===== src/rtl/alu_scheduler.sv =====
// Round-robin scheduler that shares one external 64-bit ALU between two requesters.
// Each operation is held on the ALU for EXEC_CYCLES, then returned through a valid/ready response register.
module alu_scheduler #(
   parameter int unsigned EXEC_CYCLES = 1
) (
   input  logic        clk,
   input  logic        rst_n,
   input  logic        req0_valid,
   output logic        req0_ready,
   input  logic [63:0] req0_a,
   input  logic [63:0] req0_b,
   input  logic [4:0]  req0_op,
   input  logic        req1_valid,
   output logic        req1_ready,
   input  logic [63:0] req1_a,
   input  logic [63:0] req1_b,
   input  logic [4:0]  req1_op,
   output logic [63:0] alu_a,
   output logic [63:0] alu_b,
   output logic [4:0]  alu_op,
   input  logic [63:0] alu_result,
   input  logic        alu_carry,
   output logic        rsp_valid,
   input  logic        rsp_ready,
   output logic [63:0] rsp_result,
   output logic        rsp_carry,
   output logic        rsp_id,
   output logic        rsp_err
);

   typedef enum logic [1:0] {IDLE, EXEC, RESP} state_t;

   localparam logic [4:0] OP_DIV  = 5'b01100;
   localparam logic [4:0] OP_MOD  = 5'b01101;
   localparam logic [4:0] OP_LAST = 5'b10011;
   localparam logic [3:0] LAST_CNT = 4'(EXEC_CYCLES - 1);

   state_t      state;
   logic [3:0]  counter;
   logic        last_grant;

   logic        grant1;
   logic        accept;
   logic        acc_trap;
   logic [63:0] acc_a;
   logic [63:0] acc_b;
   logic [4:0]  acc_op;

   // NOTE: every signal gets a value on every path through this block, so no latch is inferred.
   always_comb begin
      grant1     = req1_valid & (~req0_valid | ~last_grant);
      req1_ready = (state == IDLE) & grant1;
      req0_ready = (state == IDLE) & req0_valid & ~grant1;
      accept     = req0_ready | req1_ready;
      acc_a      = grant1 ? req1_a  : req0_a;
      acc_b      = grant1 ? req1_b  : req0_b;
      acc_op     = grant1 ? req1_op : req0_op;
      acc_trap   = (acc_op > OP_LAST) ||
                   (((acc_op == OP_DIV) || (acc_op == OP_MOD)) && (acc_b == 64'd0));
   end

   // NOTE: reset is sampled on the clock edge, and only control and output registers exist here.
   always_ff @(posedge clk) begin
      if (!rst_n) begin
         state      <= IDLE;
         counter    <= 4'd0;
         last_grant <= 1'b1;
         alu_a      <= 64'd0;
         alu_b      <= 64'd0;
         alu_op     <= 5'd0;
         rsp_valid  <= 1'b0;
         rsp_result <= 64'd0;
         rsp_carry  <= 1'b0;
         rsp_id     <= 1'b0;
         rsp_err    <= 1'b0;
      end else begin
         case (state)
            IDLE: begin
               if (accept) begin
                  alu_a      <= acc_a;
                  alu_b      <= acc_b;
                  alu_op     <= acc_op;
                  rsp_id     <= grant1;
                  last_grant <= grant1;
                  counter    <= 4'd0;
                  if (acc_trap) begin
                     rsp_result <= 64'd0;
                     rsp_carry  <= 1'b0;
                     rsp_err    <= 1'b1;
                     rsp_valid  <= 1'b1;
                     state      <= RESP;
                  end else begin
                     state <= EXEC;
                  end
               end
            end
            EXEC: begin
               counter <= counter + 4'd1;
               if (counter == LAST_CNT) begin
                  rsp_result <= alu_result;
                  rsp_carry  <= alu_carry;
                  rsp_err    <= 1'b0;
                  rsp_valid  <= 1'b1;
                  state      <= RESP;
               end
            end
            RESP: begin
               // The handshake edge returns to IDLE; a new request can only be taken one edge later.
               if (rsp_ready) begin
                  rsp_valid <= 1'b0;
                  state     <= IDLE;
               end
            end
            default: state <= IDLE;
         endcase
      end
   end

endmodule

===== config.mk =====
export PLATFORM = sky130hd
export DESIGN_NAME = alu_scheduler
export DESIGN_NICKNAME = d
export VERILOG_FILES = /design/src/rtl/alu_scheduler.sv
export SDC_FILE = /design/constraint.sdc
export NUM_CORES = 1
export LEC_CHECK = 0
export CAP_MARGIN = 20
export CELL_PAD_IN_SITES_DETAIL_PLACEMENT = 0
export CELL_PAD_IN_SITES_GLOBAL_PLACEMENT = 2
export CORE_MARGIN = 5
export CORE_UTILIZATION = 21
export CTS_CLUSTER_DIAMETER = 40
export DETAILED_ROUTE_END_ITERATION = 10
export GPL_TIMING_DRIVEN = 1
export PLACE_DENSITY = 0.86
export SLEW_MARGIN = 15
export SYNTH_ARGS = -nofsm -noshare
export SYNTH_HDL_FRONTEND = slang
export SYNTH_SLANG_ARGS = --single-unit

===== constraint.sdc =====
create_clock -name clk -period 2.15 [get_ports clk]
set_input_delay 0.215 -clock clk [delete_from_list [all_inputs] [get_ports clk]]
set_output_delay 0.215 -clock clk [all_outputs]
set_load 0.005 [all_outputs]

==> key figures <==
Critical path
  – Worst-path maximum fanout: 8
  – Setup crit end kind: flip-flop
  – Setup Crit Path Kind: flip-flop to flip-flop
  – Worst r2r src: last_grant
  – Startpoint Class: flip-flop
  – Crit path launch: last_grant
  – CP Data Arrival Time: between 2 and 3 ns
  – Worst path required time: 2.55 ns
  – R2R Setup Slk: -0.06 ns
  – R2r endpoint: rsp_result[23]
  – R2R cell count: 12

Timing
  – F_max: 0.452 GHz
  – Slew @ Worst Pin: 0.473 ns
  – Clock period minus worst slack: about 2.2 ns
  – Fin crit share: 1.03
  – Final Max Tran Viols: 0
  – # setup viols final: 48
  – Worst hold margin: ~0.15 ns
  – Clk_skew: 0.0202 ns
  – RSZ-0062 raised after global routing: yes
  – Relative slew slack: 0.684
  – Min setup slack post-route: -0.0641 ns
  – Final hold vios: 0

Placed design
  – IO Port Bufs: 538
  – Pre-CTS WS: -0.594 ns
  – Dpl cells: ~2.1k
  – Dpl hpwl: ~33000 µm
  – Instance area at placement: 15800 µm²
  – Gpl congestion: between 0.9 and 1

Drt
  – Drt drc: 0
  – Drt via density: approximately 4.6
  – First drt pass iteration count: 5
  – Initial DRC Count: 643
  – Mean routed wirelength per cell: between 15 and 20 µm
  – Total Wirelength: 43800 µm
  – Vias: just over 10k
  – Post-DRT Antenna Nets: 0

Global route
  – GRT Resource Usage Total: 0.172
  – Initial antenna violation count: 1
  – Vias in the first global route: 10.3k
  – First-pass GRT wire length: approximately 64000 µm
  – Grt ovf: 0
  – Largest net degree at the start of global routing: 98

Cells and area
  – Layout cells sized above 1: 0.131
  – Commonest non-fill, non-tap cells in the layout: clkdlybuf4s50_1 (535), dfxtp_1 (207), nor2_1 (141)
  – Seq. cell area: 4170 µm²
  – # nets final: ~1.9k
  – Final core occ: 0.410
  – Commonest non-fill, non-tap cell in the layout: clkdlybuf4s50_1
  – Fin area: 17700 µm²
  – Synth-to-layout area growth: 93.1%
  – Fillers: between 4k and 5k
  – Layout Cells excl Fill: 2214
  – Area occupied by multi-input gates: 4740 µm²

Worst hold path
  – Hold path start: rst_n
  – Worst hold path class: primary input to flip-flop
  – Hold path depth: 2
  – Min-Delay Endpoint: last_grant

Pwr
  – VDD IR max: 468 µV
  – Power per standard cell area: between 900 and 1000 nW/µm²
  – Leakage: 0.00658 µW

Yosys
  – Cell taking the most area after synthesis: dfxtp_1
  – Post-synthesis async set-or-reset flop share: 0
  – Synth Area in Adders: 0.00273
  – Syn Inst Count: 1002
  – Xor-xnor portion of the synthesized cell area: 0.00191
  – Number of synthesized flops with an enable pin: 0
  – Synth Cell Area: 9180 µm²
  – Synth Warn #: 0
  – Largest family of logic cells by synthesized area: compound AO/OA/AOI/OAI gates
  – Ys flop type: dfxtp_1
  – Post-synth top area share: 0.454
  – Mux contribution to synthesized area: 0.145
  – Syn avg cell area: 9.16 µm²
  – Syn_nets: 1340
  – Sequential area share after synthesis: 0.454
  – Yosys cell types: 42
  – Synth top area cells: dfxtp_1 (45%), mux2i_1 (15%), a211oi_1 (11%)
  – Simple-gate share of the synthesized area: 0.128
  – Register bit count reported by yosys: ~210
  – Compound-Gate Fraction of Synth Area: 0.223

Floorplanning
  – Die span in y: between 200 and 250 µm
  – Cell Rows: 76
  – Die ar.: 48000 µm²
  – Die width: roughly 220 µm
  – # IOs: 539
  – Starting Density: 0.213
  – Core ar.: between 40000 and 50000 µm²

Clocking
  – Later-pin clock latency in the skew report: 0.53 ns
  – CTS H-Tree Depth: 2
  – CTS Hold Bufs: 0
  – Worst-path clk slew: 0.05 ns
  – CTS Sinks: 208
  – Inserted Clock Buffers: 40
  – CTS Root Cell: clkbuf_16
  – CTS tree: yes
  – Clock buffer depth: 3

Status
  – Failing checks: negative setup slack
  – Run status: finished, violations left

Job
  – Max-cap violation count: 0
==> routing by layer <==
metal  up-vias  GRT usage  part of all wire
met1      4698      0.199              0.40
li1       4982          -                 -
met2       360      0.298              0.49
met4         0     0.0513             0.026
met3        62     0.0611             0.081
met5         -          0                 0
==> how the worst max path moves through the flow <==
| stage | to | slack [ns] | depth (start not counted) |
|---|---|---|---|
| 2_1_floorplan | rsp_result[33] | 0.28 | 9 |
| 3_3_place_gp | rsp_result[46] | -0.54 | 9 |
| 3_5_place_dp | rsp_result[63] | -0.59 | 10 |
| 4_1_cts | state[0] | -0.14 | 12 |
| 5_1_grt | rsp_err | -0.13 | 12 |
| 6_report | rsp_result[23] | -0.06 | 12 |
==> sequential cells by signal, summed over array words and instances (netlist names) <==
signal / flops
rsp_id: 1
rsp_carry: 1
alu_op: 5
last_grant: 1
rsp_err: 1
state: 2
rsp_valid: 1
alu_b: 64
rsp_result: 64
counter: 4
alu_a: 64
==> final cells by class <==
type / instances / area share
Clock inverter: 14 / 0.0124
Inverter: 3 / 0.000777
Antenna cell: 2 / 0.000282
Clock buffer: 58 / 0.0665
Sequential cell: 208 / 0.235
Timing Repair Buffer: 649 / 0.376
Multi-Input combinational cell: 695 / 0.267
Tap cell: 585 / 0.0413
==> report_power, final <==
| part | switching [µW] | internal (µW) | leakage (µW) |
|---|---|---|---|
| clock network | 2080 | 4380 | 0.000682 |
| logic | 2700 | 3320 | 0.00418 |
| registers | 449 | 4650 | 0.00172 |
| total | 5220 | 12400 | 0.00658 |
==> timing repair <==
item / 4_1_cts / 5_1_grt
gates cloned: 7 / 2
setup endpoints to repair: 71 / 70
buffers inserted: 13 / 11
pin swaps: 26 / 17
resized for setup: 75 / 20
endpoints found under the hold margin: 0 / 0
==> through the flow <==
step                setup TNS, ns  total power [µW]
CTS                         -7.48             17800
global route                -6.28             18500
detailed placement         -42.80             10600
finish                      -1.65             17600
floorplan                       0              7210
global placement           -40.18             10500
==> synth_stat cells (all sizes together), types with 5 or more instances <==
cell,count
a211oi,133
nor3,5
nand4,6
buf,28
nor4,27
mux2i,133
nor2,142
nand3,5
dfxtp,208
clkbuf,68
nand2,75
a32oi,65
o21ai,70
a21oi,6
==> worst max-delay path, stage by stage, from the launching register on <==
cell	delay, ns
dfxtp_2	0.33
buf_12	0.11
a21boi_4	0.05
buf_12	0.14
buf_8	0.12
buf_4	0.13
buf_4	0.17
a221o_1	0.37
o21ai_4	0.15
buf_12	0.16
buf_12	0.14
clkbuf_16	0.14
o21ai_0	0.07
==> cell families (layout without fill, tap and decap cells) <==
| group | Yosys count | in the layout |
|---|---|---|
| xor gates and xnor gates | 2 | 2 |
| other | 0 | 2 |
| and+or+nand+nor | 274 | 274 |
| buffers and inverters | 99 | 724 |
| DFF | 208 | 208 |
| adders and majority gates | 2 | 2 |
| muxes | 133 | 133 |
| AOI/OAI and AO/OA | 284 | 284 |
Power figures use the tool's default switching activity.
==> RTL change (same settings) <==
Put one more register stage on the output `rsp_err`, with the module's reset. The value now appears one clock later. The other outputs are not delayed to match.
--- a/src/rtl/alu_scheduler.sv
+++ b/src/rtl/alu_scheduler.sv
@@ -34,6 +34,8 @@
    localparam logic [4:0] OP_MOD  = 5'b01101;
    localparam logic [4:0] OP_LAST = 5'b10011;
    localparam logic [3:0] LAST_CNT = 4'(EXEC_CYCLES - 1);
+
+   logic rsp_err_s0;
 
    state_t      state;
    logic [3:0]  counter;
@@ -72,7 +74,7 @@
          rsp_result <= 64'd0;
          rsp_carry  <= 1'b0;
          rsp_id     <= 1'b0;
-         rsp_err    <= 1'b0;
+         rsp_err_s0 <= 1'b0;
       end else begin
          case (state)
             IDLE: begin
@@ -86,7 +88,7 @@
                   if (acc_trap) begin
                      rsp_result <= 64'd0;
                      rsp_carry  <= 1'b0;
-                     rsp_err    <= 1'b1;
+                     rsp_err_s0 <= 1'b1;
                      rsp_valid  <= 1'b1;
                      state      <= RESP;
                   end else begin
@@ -99,7 +101,7 @@
                if (counter == LAST_CNT) begin
                   rsp_result <= alu_result;
                   rsp_carry  <= alu_carry;
-                  rsp_err    <= 1'b0;
+                  rsp_err_s0 <= 1'b0;
                   rsp_valid  <= 1'b1;
                   state      <= RESP;
                end
@@ -116,4 +118,12 @@
       end
    end
 
+   always_ff @(posedge clk) begin
+      if (!rst_n) begin
+         rsp_err <= '0;
+      end else begin
+         rsp_err <= rsp_err_s0;
+      end
+   end
+
 endmodule
Formal check against the unedited RTL: not equivalent (a bounded check fails within 4 cycles, from zero or initial values and one cycle with rst_n low).
==> RTL change against the original RTL <==
Clock skew rose by 3.7 ps; synthesized area grew 1.8%; final area grew 0.17%; wire length down 0.18%; worst setup slack gained 140 ps; via count is 5.6% higher; register-to-register slack improved by 170 ps; combinational power shrank 21%; non-clock buffer count increased by 1; core utilization decreased by 0.82 points; total power decreased by 5.7%; sequential cell count is 1 higher; critical path depth fell by 2; highest routed layer is now met5.
==> RTL change: results (changes against the original RTL) <==
Logic synthesis:
- The synthesized-area fraction occupied by ao, oa, aoi and oai cells is 0.2138 (-0.008981).
- The number of different library cells in the post-synthesis netlist was 37 (-12%).
- The adder-cell share of the synthesized area is 0.002678 (-0.00004929).
- The mux contribution to synthesized area is 0.001071 (-0.1440).
- The synthesized area per cell is 8.176 µm² (-11%).
- By area the synthesized netlist is led by sky130_fd_sc_hd__dfxtp_1, sky130_fd_sc_hd__nand2_1, sky130_fd_sc_hd__o211a_1, sky130_fd_sc_hd__nand3_1, sky130_fd_sc_hd__o21ai_2.
- After synthesis, the most frequently instantiated cells are sky130_fd_sc_hd__nand2_1, sky130_fd_sc_hd__dfxtp_1, sky130_fd_sc_hd__nand3_1.
- The total nets after synthesis is 1481 (+11%).

Global route:
- The number of antenna violations at the first check in global routing was 7 (+6).
- The met2 layer usage reported by global route is 0.2787 (-0.01940).
- The number of global-route vias before repair is 10936 (+6.2%).
- The global-route wire length before repair is 65600 µm (+3.2%).
- The global router's overall resource usage is 0.1679 (-0.003717).
- The met1 demand-to-capacity share in global routing was 0.1961 (-0.002724).
- The fraction of met3 tracks used by global routing is 0.06692 (+0.005811).

Clock network:
- The clock latency on the worst-skew pair came to 550 ps (+20 ps).
- The post-CTS setup buffer count came to 3 (-10).
- The number of buffers inserted during clock tree synthesis is 44 (+10%).
- The number of gates resized after cts is 16 (-79%).

STA:
- The relative max-transition margin is 0.6962 (+0.01176).

Placement:
- The count of placed standard cells including taps is 2279 (+7.4%).
- The routability congestion estimate is 0.8537 (-7.7%).
- The cell area reported after detailed placement came to 15990 µm² (+1.1%).
- The sum of net half-perimeters after detailed placement is 33000 µm (+0.14%).

Power:
- The total power divided by cell area was 933.7 nW/µm² (-5.9%).
- The clock network power share is 0.423 (+0.055).
- The switching power summed over all nets came to 4776 µW (-8.6%).
- The worst supply voltage drop on vdd is 0.0005511 V (+18%).
- The combinational fraction of design power is 0.285 (-0.057).

Outcome:
- The run finished with clean final reports.

Finish:
- The number of inserted filler cells in the final layout is 4546 (+6.1%).
- The area of all placed cells without fillers came to 17750 µm² (+0.17%).
- The number of standard cells in the final layout excluding fillers is 2375 (+7.3%).
- The number of nets at the end of the flow was 2081 (+7.5%).

Route:
- The met3 wire length is 3550 µm (+0.60%).
- The iteration-0 DRC count of the detailed router is 528 (-18%).
- The routed metal-1 wire length came to 18310 µm (+4.7%).
- The per-cell via count in the routed design came to 4.490 (-1.6%).

Setup path:
- The maximum net fanout on the critical path is 17 (+9).
- The highest cell delay on the worst timing path came to 490 ps (+120 ps).
[RTL change: cell types whose count changed after synthesis, sizes merged, moves of 13 or more]
cell / delta
a32oi: -65
nor2: -128
a211oi: -133
clkbuf: -13
nand3: +130
o211a: +134
mux2i: -132
nand2: +333
buf: +13
[RTL change: worst paths after layout]
path | from | end | slack, ps | cells after the start
max | req0_b[2] | rsp_result[8]$_SDFFE_PN0P_ | 80 | 10
min | rst_n | rsp_result[58]$_SDFFE_PN0P_ | 50 | 3
max reg2reg | last_grant$_SDFFE_PN1P_ | rsp_result[8]$_SDFFE_PN0P_ | 110 | 8
min reg2reg | rsp_err_s0$_SDFFE_PN0P_ | rsp_err$_SDFF_PN0_ | 450 | 1
[RTL change: final cells by class]
type                            instances  share of cell area
Antenna cell                            5           0.0007049
Clock buffer                           55             0.06781
Clock inverter                         26             0.01924
Inverter                                3           0.0006344
Multi-Input combinational cell        835              0.2681
Sequential cell                       209              0.2358
Tap cell                              592             0.04173
Timing Repair Buffer                  650              0.3660
